## src/rtl/video_sof_gate_if.sv

```systemverilog
// AXI4-Stream video interface (tdata, tuser = start of frame, tlast = end of line)
// shared by the input and output sides of video_sof_gate.
interface axi4_stream_if #(
    parameter int unsigned TDATA_WIDTH = 16
);
    logic                   tvalid;
    logic                   tready;
    logic [TDATA_WIDTH-1:0] tdata;
    logic                   tuser;
    logic                   tlast;

    modport master (
        output tvalid,
        output tdata,
        output tuser,
        output tlast,
        input  tready
    );

    modport slave (
        input  tvalid,
        input  tdata,
        input  tuser,
        input  tlast,
        output tready
    );
endinterface

```

## src/rtl/video_sof_gate.sv

```systemverilog
// Frame-lock and line-length conditioner for a raw camera stream: every output line is
// exactly FRAME_RES_X beats. Define VIDEO_SOF_GATE_PAD_EN to zero-pad short lines.
module video_sof_gate #(
    parameter int unsigned FRAME_RES_X = 1920,
    parameter int unsigned TDATA_WIDTH = 16
) (
    input  logic                 clk_i,
    input  logic                 rst_i,
    axi4_stream_if.slave         video_i,
    axi4_stream_if.master        video_o,
    output logic                 lock_o,
    output logic [31:0]          frame_cnt_o,
    output logic [15:0]          trunc_cnt_o,
    output logic [15:0]          short_cnt_o
);

    localparam int unsigned XW     = (FRAME_RES_X > 1) ? $clog2(FRAME_RES_X) : 1;
    localparam logic [XW-1:0] X_LAST = XW'(FRAME_RES_X - 1);
    localparam logic [15:0]   SAT16  = 16'hFFFF;

`ifdef VIDEO_SOF_GATE_PAD_EN
    typedef enum logic [1:0] {WAIT_SOF = 2'd0, PASS = 2'd1, DROP = 2'd2, PAD = 2'd3} state_e;
`else
    typedef enum logic [1:0] {WAIT_SOF = 2'd0, PASS = 2'd1, DROP = 2'd2} state_e;
`endif

    state_e                 state_q, state_d;
    logic [XW-1:0]          x_q, x_d;
    logic                   vld_q;
    logic [TDATA_WIDTH-1:0] data_q;
    logic                   user_q;
    logic                   last_q;
    logic                   lock_q;
    logic [31:0]            frame_q;
    logic [15:0]            trunc_q;
    logic [15:0]            short_q;

    logic                   ld_en_c;
    logic                   in_ready_c;
    logic                   in_valid_c;
    logic                   load_c;
    logic [TDATA_WIDTH-1:0] ld_data_c;
    logic                   ld_user_c;
    logic                   ld_last_c;
    logic                   trunc_inc_c;
    logic                   short_inc_c;
    logic                   lock_set_c;
    logic [XW-1:0]          x_inc_c;

    assign ld_en_c    = !vld_q || video_o.tready;
    assign in_valid_c = video_i.tvalid && ld_en_c;
    assign x_inc_c    = XW'(x_q + XW'(1));

    // Next state, input acceptance and output-stage load selection
    always_comb begin
        state_d     = state_q;
        x_d         = x_q;
        in_ready_c  = ld_en_c;
        load_c      = 1'b0;
        ld_data_c   = video_i.tdata;
        ld_user_c   = 1'b0;
        ld_last_c   = 1'b0;
        trunc_inc_c = 1'b0;
        short_inc_c = 1'b0;
        lock_set_c  = 1'b0;

        case (state_q)
            WAIT_SOF, DROP: begin
                if (in_valid_c && video_i.tuser) begin
                    load_c     = 1'b1;
                    ld_user_c  = 1'b1;
                    x_d        = XW'(1);
                    lock_set_c = 1'b1;
                    state_d    = PASS;
                end else if (in_valid_c && video_i.tlast && (state_q == DROP)) begin
                    x_d     = '0;
                    state_d = PASS;
                end
            end

            PASS: begin
                if (in_valid_c) begin
                    if ((x_q == X_LAST) && !video_i.tlast) begin
                        // Line too long: close it here and discard the remainder
                        load_c      = 1'b1;
                        ld_last_c   = 1'b1;
                        trunc_inc_c = 1'b1;
                        x_d         = '0;
                        state_d     = DROP;
                    end else if ((x_q != '0) && video_i.tuser) begin
                        short_inc_c = 1'b1;
`ifdef VIDEO_SOF_GATE_PAD_EN
                        in_ready_c  = 1'b0;
                        state_d     = PAD;
`else
                        load_c      = 1'b1;
                        ld_user_c   = 1'b1;
                        x_d         = XW'(1);
`endif
                    end else if (video_i.tlast && (x_q != X_LAST)) begin
                        short_inc_c = 1'b1;
                        load_c      = 1'b1;
`ifdef VIDEO_SOF_GATE_PAD_EN
                        ld_user_c   = (x_q == '0) && video_i.tuser;
                        x_d         = x_inc_c;
                        state_d     = PAD;
`else
                        ld_user_c   = (x_q == '0) && video_i.tuser;
                        ld_last_c   = 1'b1;
                        x_d         = '0;
`endif
                    end else begin
                        load_c    = 1'b1;
                        ld_user_c = (x_q == '0) && video_i.tuser;
                        ld_last_c = (x_q == X_LAST);
                        x_d       = (x_q == X_LAST) ? '0 : x_inc_c;
                    end
                end
            end

`ifdef VIDEO_SOF_GATE_PAD_EN
            PAD: begin
                in_ready_c = 1'b0;
                if (ld_en_c) begin
                    load_c    = 1'b1;
                    ld_data_c = '0;
                    ld_last_c = (x_q == X_LAST);
                    x_d       = (x_q == X_LAST) ? '0 : x_inc_c;
                    if (x_q == X_LAST) state_d = PASS;
                end
            end
`endif

            default: begin
                x_d     = '0;
                state_d = WAIT_SOF;
            end
        endcase

        if (rst_i) in_ready_c = 1'b0;
    end

    // State, output stage and status registers
    always_ff @(posedge clk_i) begin
        if (rst_i) begin
            state_q <= WAIT_SOF;
            x_q     <= '0;
            vld_q   <= 1'b0;
            data_q  <= '0;
            user_q  <= 1'b0;
            last_q  <= 1'b0;
            lock_q  <= 1'b0;
            frame_q <= '0;
            trunc_q <= '0;
            short_q <= '0;
        end else begin
            state_q <= state_d;
            x_q     <= x_d;
            if (ld_en_c) begin
                vld_q <= load_c;
                if (load_c) begin
                    data_q <= ld_data_c;
                    user_q <= ld_user_c;
                    last_q <= ld_last_c;
                end
            end
            if (lock_set_c) lock_q <= 1'b1;
            if (vld_q && video_o.tready && user_q) frame_q <= frame_q + 32'd1;
            if (trunc_inc_c && (trunc_q != SAT16)) trunc_q <= trunc_q + 16'd1;
            if (short_inc_c && (short_q != SAT16)) short_q <= short_q + 16'd1;
        end
    end

    assign video_i.tready = in_ready_c;
    assign video_o.tvalid = vld_q;
    assign video_o.tdata  = data_q;
    assign video_o.tuser  = user_q;
    assign video_o.tlast  = last_q;
    assign lock_o         = lock_q;
    assign frame_cnt_o    = frame_q;
    assign trunc_cnt_o    = trunc_q;
    assign short_cnt_o    = short_q;

endmodule

```

## src/flat_wrapper.sv

```systemverilog
// flat-port wrapper written by rule: the top's interface ports become plain ports
module video_sof_gate_flat 
#(
    parameter int unsigned FRAME_RES_X = 1920,
    parameter int unsigned TDATA_WIDTH = 16
)
  (clk_i, rst_i, lock_o, frame_cnt_o, trunc_cnt_o, short_cnt_o, video_i_tvalid, video_i_tdata, video_i_tuser, video_i_tlast, video_i_tready, video_o_tvalid, video_o_tdata, video_o_tuser, video_o_tlast, video_o_tready);
  axi4_stream_if #(.TDATA_WIDTH(TDATA_WIDTH)) video_i_i ();
  axi4_stream_if #(.TDATA_WIDTH(TDATA_WIDTH)) video_o_i ();
  input  logic clk_i;
  input  logic rst_i;
  output logic lock_o;
  output logic [31:0] frame_cnt_o;
  output logic [15:0] trunc_cnt_o;
  output logic [15:0] short_cnt_o;
  input wire logic [$bits(video_i_i.tvalid)-1:0] video_i_tvalid;
  input wire logic [$bits(video_i_i.tdata)-1:0] video_i_tdata;
  input wire logic [$bits(video_i_i.tuser)-1:0] video_i_tuser;
  input wire logic [$bits(video_i_i.tlast)-1:0] video_i_tlast;
  output wire logic [$bits(video_i_i.tready)-1:0] video_i_tready;
  output wire logic [$bits(video_o_i.tvalid)-1:0] video_o_tvalid;
  output wire logic [$bits(video_o_i.tdata)-1:0] video_o_tdata;
  output wire logic [$bits(video_o_i.tuser)-1:0] video_o_tuser;
  output wire logic [$bits(video_o_i.tlast)-1:0] video_o_tlast;
  input wire logic [$bits(video_o_i.tready)-1:0] video_o_tready;
  assign video_i_i.tvalid = video_i_tvalid;
  assign video_i_i.tdata = video_i_tdata;
  assign video_i_i.tuser = video_i_tuser;
  assign video_i_i.tlast = video_i_tlast;
  assign video_i_tready = video_i_i.tready;
  assign video_o_tvalid = video_o_i.tvalid;
  assign video_o_tdata = video_o_i.tdata;
  assign video_o_tuser = video_o_i.tuser;
  assign video_o_tlast = video_o_i.tlast;
  assign video_o_i.tready = video_o_tready;
  video_sof_gate #(.FRAME_RES_X(FRAME_RES_X), .TDATA_WIDTH(TDATA_WIDTH)) u_core (.clk_i(clk_i), .rst_i(rst_i), .video_i(video_i_i), .video_o(video_o_i), .lock_o(lock_o), .frame_cnt_o(frame_cnt_o), .trunc_cnt_o(trunc_cnt_o), .short_cnt_o(short_cnt_o));
endmodule
```

## config.mk

```make
export PLATFORM = sky130hd
export DESIGN_NAME = video_sof_gate_flat
export DESIGN_NICKNAME = d
export VERILOG_FILES = /design/src/rtl/video_sof_gate_if.sv /design/src/rtl/video_sof_gate.sv /design/src/flat_wrapper.sv
export SDC_FILE = /design/constraint.sdc
export NUM_CORES = 1
export LEC_CHECK = 0
export ABC_AREA = 1
export BUFFER_PORTS_ARGS = -buffer_cell sky130_fd_sc_hd__buf_2
export CAP_MARGIN = 0
export CORE_AREA = 2 2 96 135
export CTS_BUF_LIST = sky130_fd_sc_hd__clkbuf_16
export DETAILED_ROUTE_END_ITERATION = 7
export DIE_AREA = 0 0 98 137
export GPL_TIMING_DRIVEN = 0
export PLACE_DENSITY = 0.69
export SLEW_MARGIN = 40
export SYNTH_ARGS = -nofsm -noshare
export SYNTH_HDL_FRONTEND = slang
export SYNTH_SLANG_ARGS = --single-unit
```

## constraint.sdc

```tcl
create_clock -name clk_i -period 2 [get_ports clk_i]
set_clock_uncertainty 0.2 [all_clocks]
set_input_delay 0.1 -clock clk_i [delete_from_list [all_inputs] [get_ports clk_i]]
set_output_delay 0.1 -clock clk_i [all_outputs]
set_load 0.03 [all_outputs]
```

==> results of run 1 <==
Yosys cell counts (3+ instances only):
library cell  number
nand4_1           15
a21oi_1           49
a21oi_2           10
nor2_2             7
xor2_1            23
ha_1               5
nand3_2           11
o21ai_1            5
clkbuf_1           8
o21ai_0           28
nor3_1            13
nand2_1          201
nand3_1           66
xnor2_1           11
buf_2              6
inv_2              8
inv_1             70
buf_1              3
dfxtp_1           97
o21a_1             3
nand3b_1           6
nor2_1           130
buf_4              3
nor2_4             5
flip-flops by register name (all words and copies together) (netlist names):
| name | cells |
|---|---|
| u_core.lock_o | 1 |
| u_core.frame_cnt_o | 32 |
| u_core.short_cnt_o | 16 |
| u_core.video_o.tdata | 16 |
| u_core.video_o.tvalid | 1 |
| u_core.x_q | 11 |
| u_core.trunc_cnt_o | 16 |
| u_core.state_q | 2 |
| u_core.video_o.tlast | 1 |
| u_core.video_o.tuser | 1 |
worst max-delay path, delay by kind of cell (launching register included):
| family | cells | cell delay [ns] |
|---|---|---|
| AND/OR/NAND/NOR | 6 | 0.68 |
| flip-flops | 1 | 0.38 |
| buffers and inverters | 2 | 0.23 |
| adder cells (fa/ha/maj) | 1 | 0.22 |
| AO/OA/AOI/OAI | 1 | 0.05 |
per-layer routing:
metal / up-vias / routed length, um / global-route usage (%)
met3: 24 / 719 / 4.49
met2: 140 / 7830 / 41.3
li1: 2876 / - / -
met5: - / 0 / 0
met4: 0 / 293 / 7.33
met1: 2618 / 6440 / 26.4
metrics by stage:
| step | worst slack, ns | hold WS [ns] |
|---|---|---|
| 6_report | 0.0889 | 0.00396 |
| 5_1_grt | -0.0250 | 0.0284 |
| 4_1_cts | 0.00122 | 0.0112 |
| 3_5_place_dp | -0.242 | 0.133 |
| 3_3_place_gp | -0.206 | 0.120 |
| 2_1_floorplan | 0.000829 | 0.0349 |
repair_timing:
item / CTS / global route
endpoints found under the hold margin: 17 / 0
buffers inserted: 4 / 9
endpoints found under the setup margin: 40 / 53
cloned: 0 / 2
hold buffers: 17 / 0
pin swaps: 8 / 17
resized for setup: 22 / 32
area by class of cell:
cell class,count,area [um^2]
fillers,1234,5270
multi-input cells,607,3240
flip-flops and latches,97,1960
repair buffers,137,840
inverters,78,293
clock buffers,10,250
well taps,150,188
plain buffers,19,109
clock inverters,6,41.3
logic make-up (layout without fill, tap and decap cells):
| family | Yosys count | count (layout) | share of synthesized area (%) |
|---|---|---|---|
| AND/OR/NAND/NOR | 466 | 467 | 39.1 |
| flip-flops | 97 | 97 | 35.9 |
| adder cells (fa/ha/maj) | 5 | 5 | 1.16 |
| AO/OA/AOI/OAI | 101 | 101 | 10.6 |
| buffers and inverters | 100 | 250 | 7.72 |
| XOR/XNOR | 34 | 34 | 5.50 |
report_power, final:
part / switching (W) / internal [W] / leakage [nW]
logic: 0.000305 / 0.000144 / 1.95
registers: 0.0000306 / 0.00197 / 0.791
clock network: 0.000778 / 0.000920 / 0.143
total: 0.00111 / 0.00304 / 2.89
worst paths after layout:
path / start / to / slack (ns) / cells past startpoint
max reg2reg: u_core.short_cnt_o[0] / u_core.short_cnt_o[1] / 0.09 / 10
max: u_core.short_cnt_o[0] / u_core.short_cnt_o[1] / 0.09 / 10
min: video_o_tready / u_core.frame_cnt_o[2] / 0.004 / 4
min reg2reg: u_core.lock_o / u_core.lock_o / 0.26 / 2
==> flow_metrics.py, run 1 <==
metrics = {
    "finish": {
        "drive_gt1_share_pct": 24.3,
        "fin_cells": 1104,
        "fin_nets": 976,
        "final_cell_mix": "197 x nand2_1, 123 x nor2_1, 111 x buf_2, 87 x dfxtp_1, 71 x inv_1",
        "num_antenna_cells": 0,
        "fin_util_pct": 56.8,
        "areaGrowthSynthToFinish_pct": 27.9,
        "final_area_um2": 6920,
        "final_common_cell": "nand2_1",
    },
    "yosys": {
        "avgSynthCellArea_um2": 6.74,
        "synthCells": 803,
        "synth_edf_count": 0,
        "post_synth_num_cell_types": 38,
        "ys_seq_area_share_pct": 35.9,
        "yosysWarnings": 0,
        "synthFlopType": "dfxtp_1",
        "async_flop_share_pct": 0,
        "synthDominantCellAreaShare_pct": 35.9,
        "synth_area_leaders": "dfxtp_1 36%, nand2_1 14%, nor2_1 9.0%, nand3_1 6.1%, inv_1 4.9%",
        "synth_area_leader_cell": "dfxtp_1",
        "syn_area_um2": 5410,
        "synth_fp_nets": 830,
        "synth_seq_cells": 97,
    },
    "die": {
        "fp.dieH_um": 137,
        "initial_core_util_pct": 44.4,
        "core_area_um2": 12200,
        "io_pins": 107,
        "die_w_um": 98,
        "rows": 48,
        "die-area_um2": 13400,
    },
    "clock_tree": {
        "cts_buffers": 9,
        "cts_root_buffer": "clkbuf_16",
        "clk_latency_ns": 0.34,
        "h-tree-depth": 3,
        "clk_pin_slew_ns": 0.07,
        "cts.sinks": 97,
        "cts_tree": "built",
        "cts_buffer_depth": 2,
    },
    "route": {
        "via_per_inst": 5.13,
        "remaining_drc_errors": 0,
        "vias": 5658,
        "ant_nets": 0,
        "routed_wl_mm": 15.3,
        "wl_per_cell_um": 13.8,
        "drt_first_pass_iters": 5,
        "drtIter0Drc": 209,
    },
    "sta": {
        "setup_tns_ns": 0,
        "tightestPinTransition_ns": 0.771,
        "hold_violations": 0,
        "min_period_over_period_pct": 95.6,
        "relSlewSlack_pct": 48.6,
        "grt_setup_unrepaired": "yes",
        "fmax_ghz": 0.523,
        "slew_violations": 0,
        "final-setup-viol-count": 0,
        "layout_min_cycle_time_ns": 1.91,
    },
    "global_routing": {
        "grt_pass1_wl_mm": 24.8,
        "grt_pass1_vias": 5285,
        "grt_max_degree": 17,
        "grt_overflow": 0,
        "grt_antenna_before_repair": 0,
        "track_usage_pct": 22.6,
    },
    "power_and_ir_drop": {
        "power.total_w": 0.00415,
        "cellPowerDensity_nw_per_um2": 600,
        "p_leak_nw": 2.89,
        "peakVddDrop_mv": 0.527,
    },
    "worst_hold_path": {
        "holdCritPathClass": "in -> reg",
    },
    "critical_path": {
        "cpPeakStageDelay_ns": 0.38,
        "crit_required_ns": 2.00,
        "crit_path_frequent_cell": "nor2_4",
        "cp-end-kind": "flip-flop",
        "cp_slowest_cell": "dfxtp_4",
        "worstSetupPathType": "reg -> reg",
        "cp_max_fo": 8,
        "arrival_ns": 1.91,
        "start_kind": "flip-flop",
        "path_cells": "ha_2 -> inv_2 -> nor2_4 -> nand2_2 -> nor2_2 -> nor2_4 -> and2_4 -> clkbuf_16 -> nand3_2 -> a21oi_2",
    },
    "place": {
        "portBuffers": 106,
        "place_hpwl_mm": 11.0,
        "dpl.cell_count": 1059,
        "place_congestion": 0.945,
        "placed_area_um2": 6140,
    },
    "flow_run": {
        "cap_violations": 0,
    },
    "run_status": {
        "outcome": "finished, final reports clean",
    },
}
(Power assumes the default switching activity.)
==> inputs of run 2 (changes only) <==
CELL_PAD_IN_SITES_DETAIL_PLACEMENT = 1   (was default)
CELL_PAD_IN_SITES_GLOBAL_PLACEMENT = 1   (was default)
CORE_AREA = 2 2 109 153   (was 2 2 96 135)
DIE_AREA = 0 0 111 155   (was 0 0 98 137)
PLACE_DENSITY = default   (was 0.69)
PLACE_DENSITY_LB_ADDON = 0.1   (was default)
==> run 2 against run 1 <==
Against the previous run: the flow now finishes with violations (hold timing); power grew 4.5%; via count grew 3.8%; critical path depth is the same.
==> flow_metrics.py, run 2 (synthesis results as in run 1) <==
metrics = {
    "run_status": {
        "outcome": "finished with violations",
        "violations": "hold timing",
    },
    "place": {
        "place_hpwl_mm": 13.8,
        "placed_area_um2": 6200,
        "dpl_worst_slack_ns": -0.424,
        "place_congestion": 0.864,
        "portBuffers": 106,
    },
    "power_and_ir_drop": {
        "swShare_pct": 26.9,
        "p_switching_w": 0.00117,
        "peakVddDrop_mv": 0.473,
        "power.total_w": 0.00434,
        "cellPowerDensity_nw_per_um2": 607,
        "p_leak_nw": 2.97,
        "p_comb_share_pct": 10.8,
        "p_clk_share_pct": 43.1,
        "p_seq_share_pct": 46.1,
        "p_int_w": 0.00317,
    },
    "sta": {
        "min_period_over_period_pct": 97.4,
        "slew_violations": 0,
        "relSlewSlack_pct": 48.8,
        "final-setup-viol-count": 0,
        "tightestPinTransition_ns": 0.768,
        "layout_min_cycle_time_ns": 1.95,
        "hold-worst-slack_ns": -0.0242,
        "fin_ws_ns": 0.0513,
        "grt_setup_unrepaired": "yes",
        "hold_violations": 1,
        "fmax_ghz": 0.513,
    },
    "finish": {
        "ff_latch_area_um2": 1970,
        "final_cell_mix": "197 x nand2_1, 120 x nor2_1, 110 x buf_2, 81 x dfxtp_1, 70 x inv_1",
        "areaGrowthSynthToFinish_pct": 31.9,
        "fillers": 2080,
        "final_common_cell": "nand2_1",
        "drive_gt1_share_pct": 25.8,
        "fin_nets": 982,
        "multi_input_area_um2": 3300,
        "largest_reg_flops": 32,
        "final_area_um2": 7140,
        "num_antenna_cells": 0,
    },
    "global_routing": {
        "grt_pass1_wl_mm": 30.1,
        "grt_max_degree": 17,
        "grt_pass1_vias": 5948,
        "track_usage_pct": 21.5,
        "grt_overflow": 0,
        "grt_antenna_before_repair": 0,
    },
    "worst_hold_path": {
        "holdCritPathClass": "in -> reg",
    },
    "flow_run": {
        "cap_violations": 0,
    },
    "route": {
        "remaining_drc_errors": 0,
        "drtIter0Drc": 200,
        "wl_per_cell_um": 16.2,
        "via_per_inst": 5.07,
        "drt_first_pass_iters": 4,
        "routed_wl_mm": 18.8,
        "vias": 5874,
        "ant_nets": 0,
    },
    "clock_tree": {
        "cts.sinks": 97,
        "h-tree-depth": 3,
        "cts_root_buffer": "clkbuf_16",
        "cts_tree": "built",
        "cts_buffer_depth": 2,
        "clk_latency_ns": 0.35,
        "clk_pin_slew_ns": 0.07,
        "cts_buffers": 9,
    },
    "critical_path": {
        "path_cells": "ha_4 -> inv_2 -> nor2_4 -> nand2_2 -> nor2_4 -> nor2_4 -> and2_4 -> bufbuf_16 -> nand3_2 -> a21oi_2",
        "cp_max_fo": 8,
        "cp_top_family": "simple AND/OR/NAND/NOR gates",
        "critPathBufInv": 2,
        "crit_path_frequent_cell": "nor2_4",
        "worstSetupPathType": "reg -> reg",
        "arrival_ns": 2.02,
        "cpPeakStageDelay_ns": 0.38,
        "cp_slowest_cell": "dfxtp_4",
        "crit_required_ns": 2.07,
        "cp-end-kind": "flip-flop",
        "start_kind": "flip-flop",
    },
    "die": {
        "fp.dieH_um": 155,
        "core_area_um2": 15900,
        "die-area_um2": 17200,
        "io_pins": 107,
        "die_w_um": 111,
        "rows": 55,
        "initial_core_util_pct": 34.0,
    },
}
## run 2: layout make-up
class,instances,area share [%]
clock buffer,10,3.51
clock inverter,6,0.911
tap,199,3.49
multi-input combinational,607,46.2
inverter,78,4.10
buffer,20,1.72
sequential,97,27.7
timing repair buffer,142,12.4
## run 2: power by group through the flow
stage | Sequential, W | Combinational (W) | Clock, W
3_5_place_dp | 0.00205 | 0.000411 | 0
4_1_cts | 0.00200 | 0.000455 | 0.00192
6_report | 0.00200 | 0.000468 | 0.00187
5_1_grt | 0.00201 | 0.000508 | 0.00201
3_3_place_gp | 0.00204 | 0.000403 | 0
2_1_floorplan | 0.00212 | 0.000192 | 0
## run 2: path summary, 6_finish.rpt
check	from	endpoint	slack, ns	depth (start not counted)
worst max-delay path	u_core.short_cnt_o[0]	u_core.short_cnt_o[5]	0.05	10
worst min-delay path	video_o_tready	u_core.frame_cnt_o[2]	-0.02	4
worst max register to register	u_core.short_cnt_o[0]	u_core.short_cnt_o[5]	0.05	10
worst min register to register	u_core.lock_o	u_core.lock_o	0.26	2
## run 2: through the flow
stage | util, % | setup TNS, ns | std cells
3_5_place_dp | 39.0 | -6.59 | 1108
2_1_floorplan | - | 0 | 803
5_1_grt | 44.9 | -0.167 | 1159
3_3_place_gp | 39.0 | -5.33 | 1108
4_1_cts | 43.7 | 0 | 1152
6_report | 44.9 | 0 | 1159
## run 2: worst register-to-register path, delay by kind of cell (launching register included)
family | cells | cell delay, ns
AO/OA/AOI/OAI | 1 | 0.12
buffers and inverters | 2 | 0.35
flip-flops | 1 | 0.38
AND/OR/NAND/NOR | 6 | 0.63
adder cells (fa/ha/maj) | 1 | 0.18
## run 2: metal layers
metal  track usage (%)  routed length (um)  part of all wire [%]
met1              24.6                7820                    42
met4              6.43                 286                   1.5
met5                 0                   0                     0
met3              3.16                 478                   2.5
met2              41.1               10200                    54
## run 2: what timing repair did
action	in CTS	in global routing
setup buffers	9	6
pin swaps	12	15
cloned	2	1
endpoints found under the hold margin	20	0
gates resized for setup	43	37
endpoints found under the setup margin	48	55
hold buffers	19	0
==> inputs of run 3 (changes only) <==
CORE_AREA = 2 2 128 130   (was 2 2 109 153)
DIE_AREA = 0 0 130 132   (was 0 0 111 155)
==> run 3 against run 2 <==
Against the previous run: the flow now finishes without violations; fmax increased by 0.45%; first-iteration DRC count rose by 21%; core utilization up 0.26 points; die area down 0.26%; largest power group unchanged; highest routed layer unchanged.
==> flow_metrics.py, run 3 (synthesis results as in run 1) <==
metrics = {
    "route": {
        "drtIter0Drc": 241,
        "vias": 5825,
        "wl_per_cell_um": 15.9,
        "via_per_inst": 4.97,
        "remaining_drc_errors": 0,
        "ant_nets": 0,
        "routed_wl_mm": 18.6,
        "drt_first_pass_iters": 4,
    },
    "sta": {
        "final-setup-viol-count": 0,
        "layout_min_cycle_time_ns": 1.94,
        "fmax_ghz": 0.515,
        "relSlewSlack_pct": 50.7,
        "hold_violations": 0,
        "tightestPinTransition_ns": 0.739,
        "min_period_over_period_pct": 97.0,
        "slew_violations": 0,
        "grt_setup_unrepaired": "yes",
    },
    "global_routing": {
        "grt_pass1_vias": 6093,
        "grt_antenna_before_repair": 0,
        "global_route.usage.met3_pct": 2.60,
        "grtUsageMet1_pct": 26.3,
        "grt_max_degree": 17,
        "busiest_layer": "met2",
        "use_met2_pct": 38.7,
        "grt_pass1_wl_mm": 30.0,
        "track_usage_pct": 21.6,
        "grt_overflow": 0,
    },
    "finish": {
        "num_antenna_cells": 0,
        "fin_cells": 1172,
        "drive_gt1_share_pct": 25.0,
        "final_cell_mix": "197 x nand2_1, 123 x nor2_1, 111 x buf_2, 86 x dfxtp_1, 70 x inv_1",
        "largest_reg_flops": 32,
        "final_common_cell": "nand2_1",
        "fillers": 2035,
        "areaGrowthSynthToFinish_pct": 31.1,
        "fin_nets": 978,
        "final_area_um2": 7100,
    },
    "critical_path": {
        "cp-startpoint": "u_core.video_o.tvalid",
        "cpPeakStageDelay_ns": 0.38,
        "reg2reg_slack_ns": 0.06,
        "crit_required_ns": 2.05,
        "cp-end-kind": "flip-flop",
        "cp_slowest_cell": "dfxtp_2",
        "regToRegEndpoint": "u_core.frame_cnt_o[23]",
        "r2r-start": "u_core.video_o.tvalid",
        "arrival_ns": 1.99,
        "r2r_cells": 8,
        "crit_end": "u_core.frame_cnt_o[23]",
        "worstSetupPathType": "reg -> reg",
        "cp_max_fo": 10,
        "start_kind": "flip-flop",
        "path_cells": "nand3_1 -> buf_2 -> nor2_4 -> nand4_4 -> nor2_4 -> nand3_1 -> o21ai_1 -> nor2_1",
    },
    "power_and_ir_drop": {
        "peakVddDrop_mv": 0.403,
        "p_leak_nw": 2.90,
        "cellPowerDensity_nw_per_um2": 610,
    },
    "die": {
        "initial_core_util_pct": 34.4,
        "io_pins": 107,
        "die_w_um": 130,
        "die-area_um2": 17200,
        "fp.dieH_um": 132,
        "core_area_um2": 15700,
        "rows": 46,
    },
    "clock_tree": {
        "h-tree-depth": 3,
        "cts_root_buffer": "clkbuf_16",
        "clk_latency_ns": 0.36,
        "cts_buffer_depth": 2,
        "clk_pin_slew_ns": 0.08,
        "cts_buffers": 9,
        "cts_tree": "built",
        "cts.sinks": 97,
    },
    "run_status": {
        "outcome": "finished, final reports clean",
    },
    "place": {
        "place_hpwl_mm": 13.7,
        "dpl.cell_count": 1125,
        "placed_area_um2": 6220,
        "portBuffers": 106,
        "place_congestion": 0.839,
    },
    "worst_hold_path": {
        "holdCritPathClass": "in -> reg",
    },
    "flow_run": {
        "cap_violations": 0,
    },
}
[run 3: cell types whose count changed in the layout (fill, tap and decap cells not counted), moves of 3 or more]
cell,delta
a21oi_1,-3
a21oi_2,+3
buf_4,-3
buf_6,-3
dfxtp_1,+5
dfxtp_2,-5
nor2_1,+3
nor3_2,+3
[run 3: worst min-delay path by stage]
stage                      start                        to  slack (ns)  cells past startpoint
2_1_floorplan  video_i_tdata[10]  u_core.video_o.tdata[10]        0.03                      2
3_3_place_gp   video_i_tdata[13]  u_core.video_o.tdata[13]        0.12                      3
3_5_place_dp   video_i_tdata[14]  u_core.video_o.tdata[14]        0.13                      3
4_1_cts           video_i_tvalid             u_core.lock_o         0.1                      4
5_1_grt           video_i_tvalid      u_core.video_o.tuser        0.17                      4
6_report          video_i_tvalid             u_core.x_q[5]        0.11                      6
[run 3: area by class of cell]
| class | instances | area (um^2) | area share [%] |
|---|---|---|---|
| clock inverter | 6 | 63.8 | 0.899 |
| buffer | 19 | 104 | 1.46 |
| timing repair buffer | 140 | 858 | 12.1 |
| sequential | 97 | 1970 | 27.7 |
| inverter | 78 | 293 | 4.13 |
| tap | 216 | 270 | 3.81 |
| multi-input combinational | 606 | 3290 | 46.4 |
| clock buffer | 10 | 250 | 3.53 |
[run 3: critical path, delay by kind of cell (launching register included)]
family                 cells  cell delay (ns)
and+or+nand+nor            6             0.88
DFF                        1             0.38
buffers and inverters      1             0.23
AOI/OAI and AO/OA          1             0.15
[run 3: metal layers]
| layer | vias to the layer above | share of wire (%) |
|---|---|---|
| met2 | 95 | 53 |
| met1 | 2821 | 42 |
| met5 | - | 0 |
| met4 | 0 | 1.9 |
| li1 | 2881 | - |
| met3 | 28 | 3.2 |
[run 3: through the flow]
stage	power, W	TNS [ns]	hold slack (ns)	setup slack [ns]	util (%)
finish	0.00433	0	0.114	0.0599	45.2
global route	0.00450	-0.382	0.169	-0.0521	45.2
CTS	0.00437	0	0.0955	0.0102	43.8
detailed placement	0.00246	-5.69	0.129	-0.269	39.6
global placement	0.00245	-3.72	0.123	-0.221	39.6
floorplan	0.00231	0	0.0349	0.000829	-
[run 3: timing repair]
item / in CTS / in global routing
gates cloned: 0 / 2
setup endpoints to repair: 45 / 49
resized for setup: 31 / 40
hold buffers: 19 / 0
hold endpoints to repair: 19 / 0
setup buffers: 6 / 7
pin swaps: 9 / 24
[run 3: power breakdown]
group / internal, W / switching [W] / leakage [nW]
sequential: 0.00197 / 0.0000312 / 0.792
combinational: 0.000141 / 0.000318 / 1.95
clock: 0.00105 / 0.000822 / 0.152
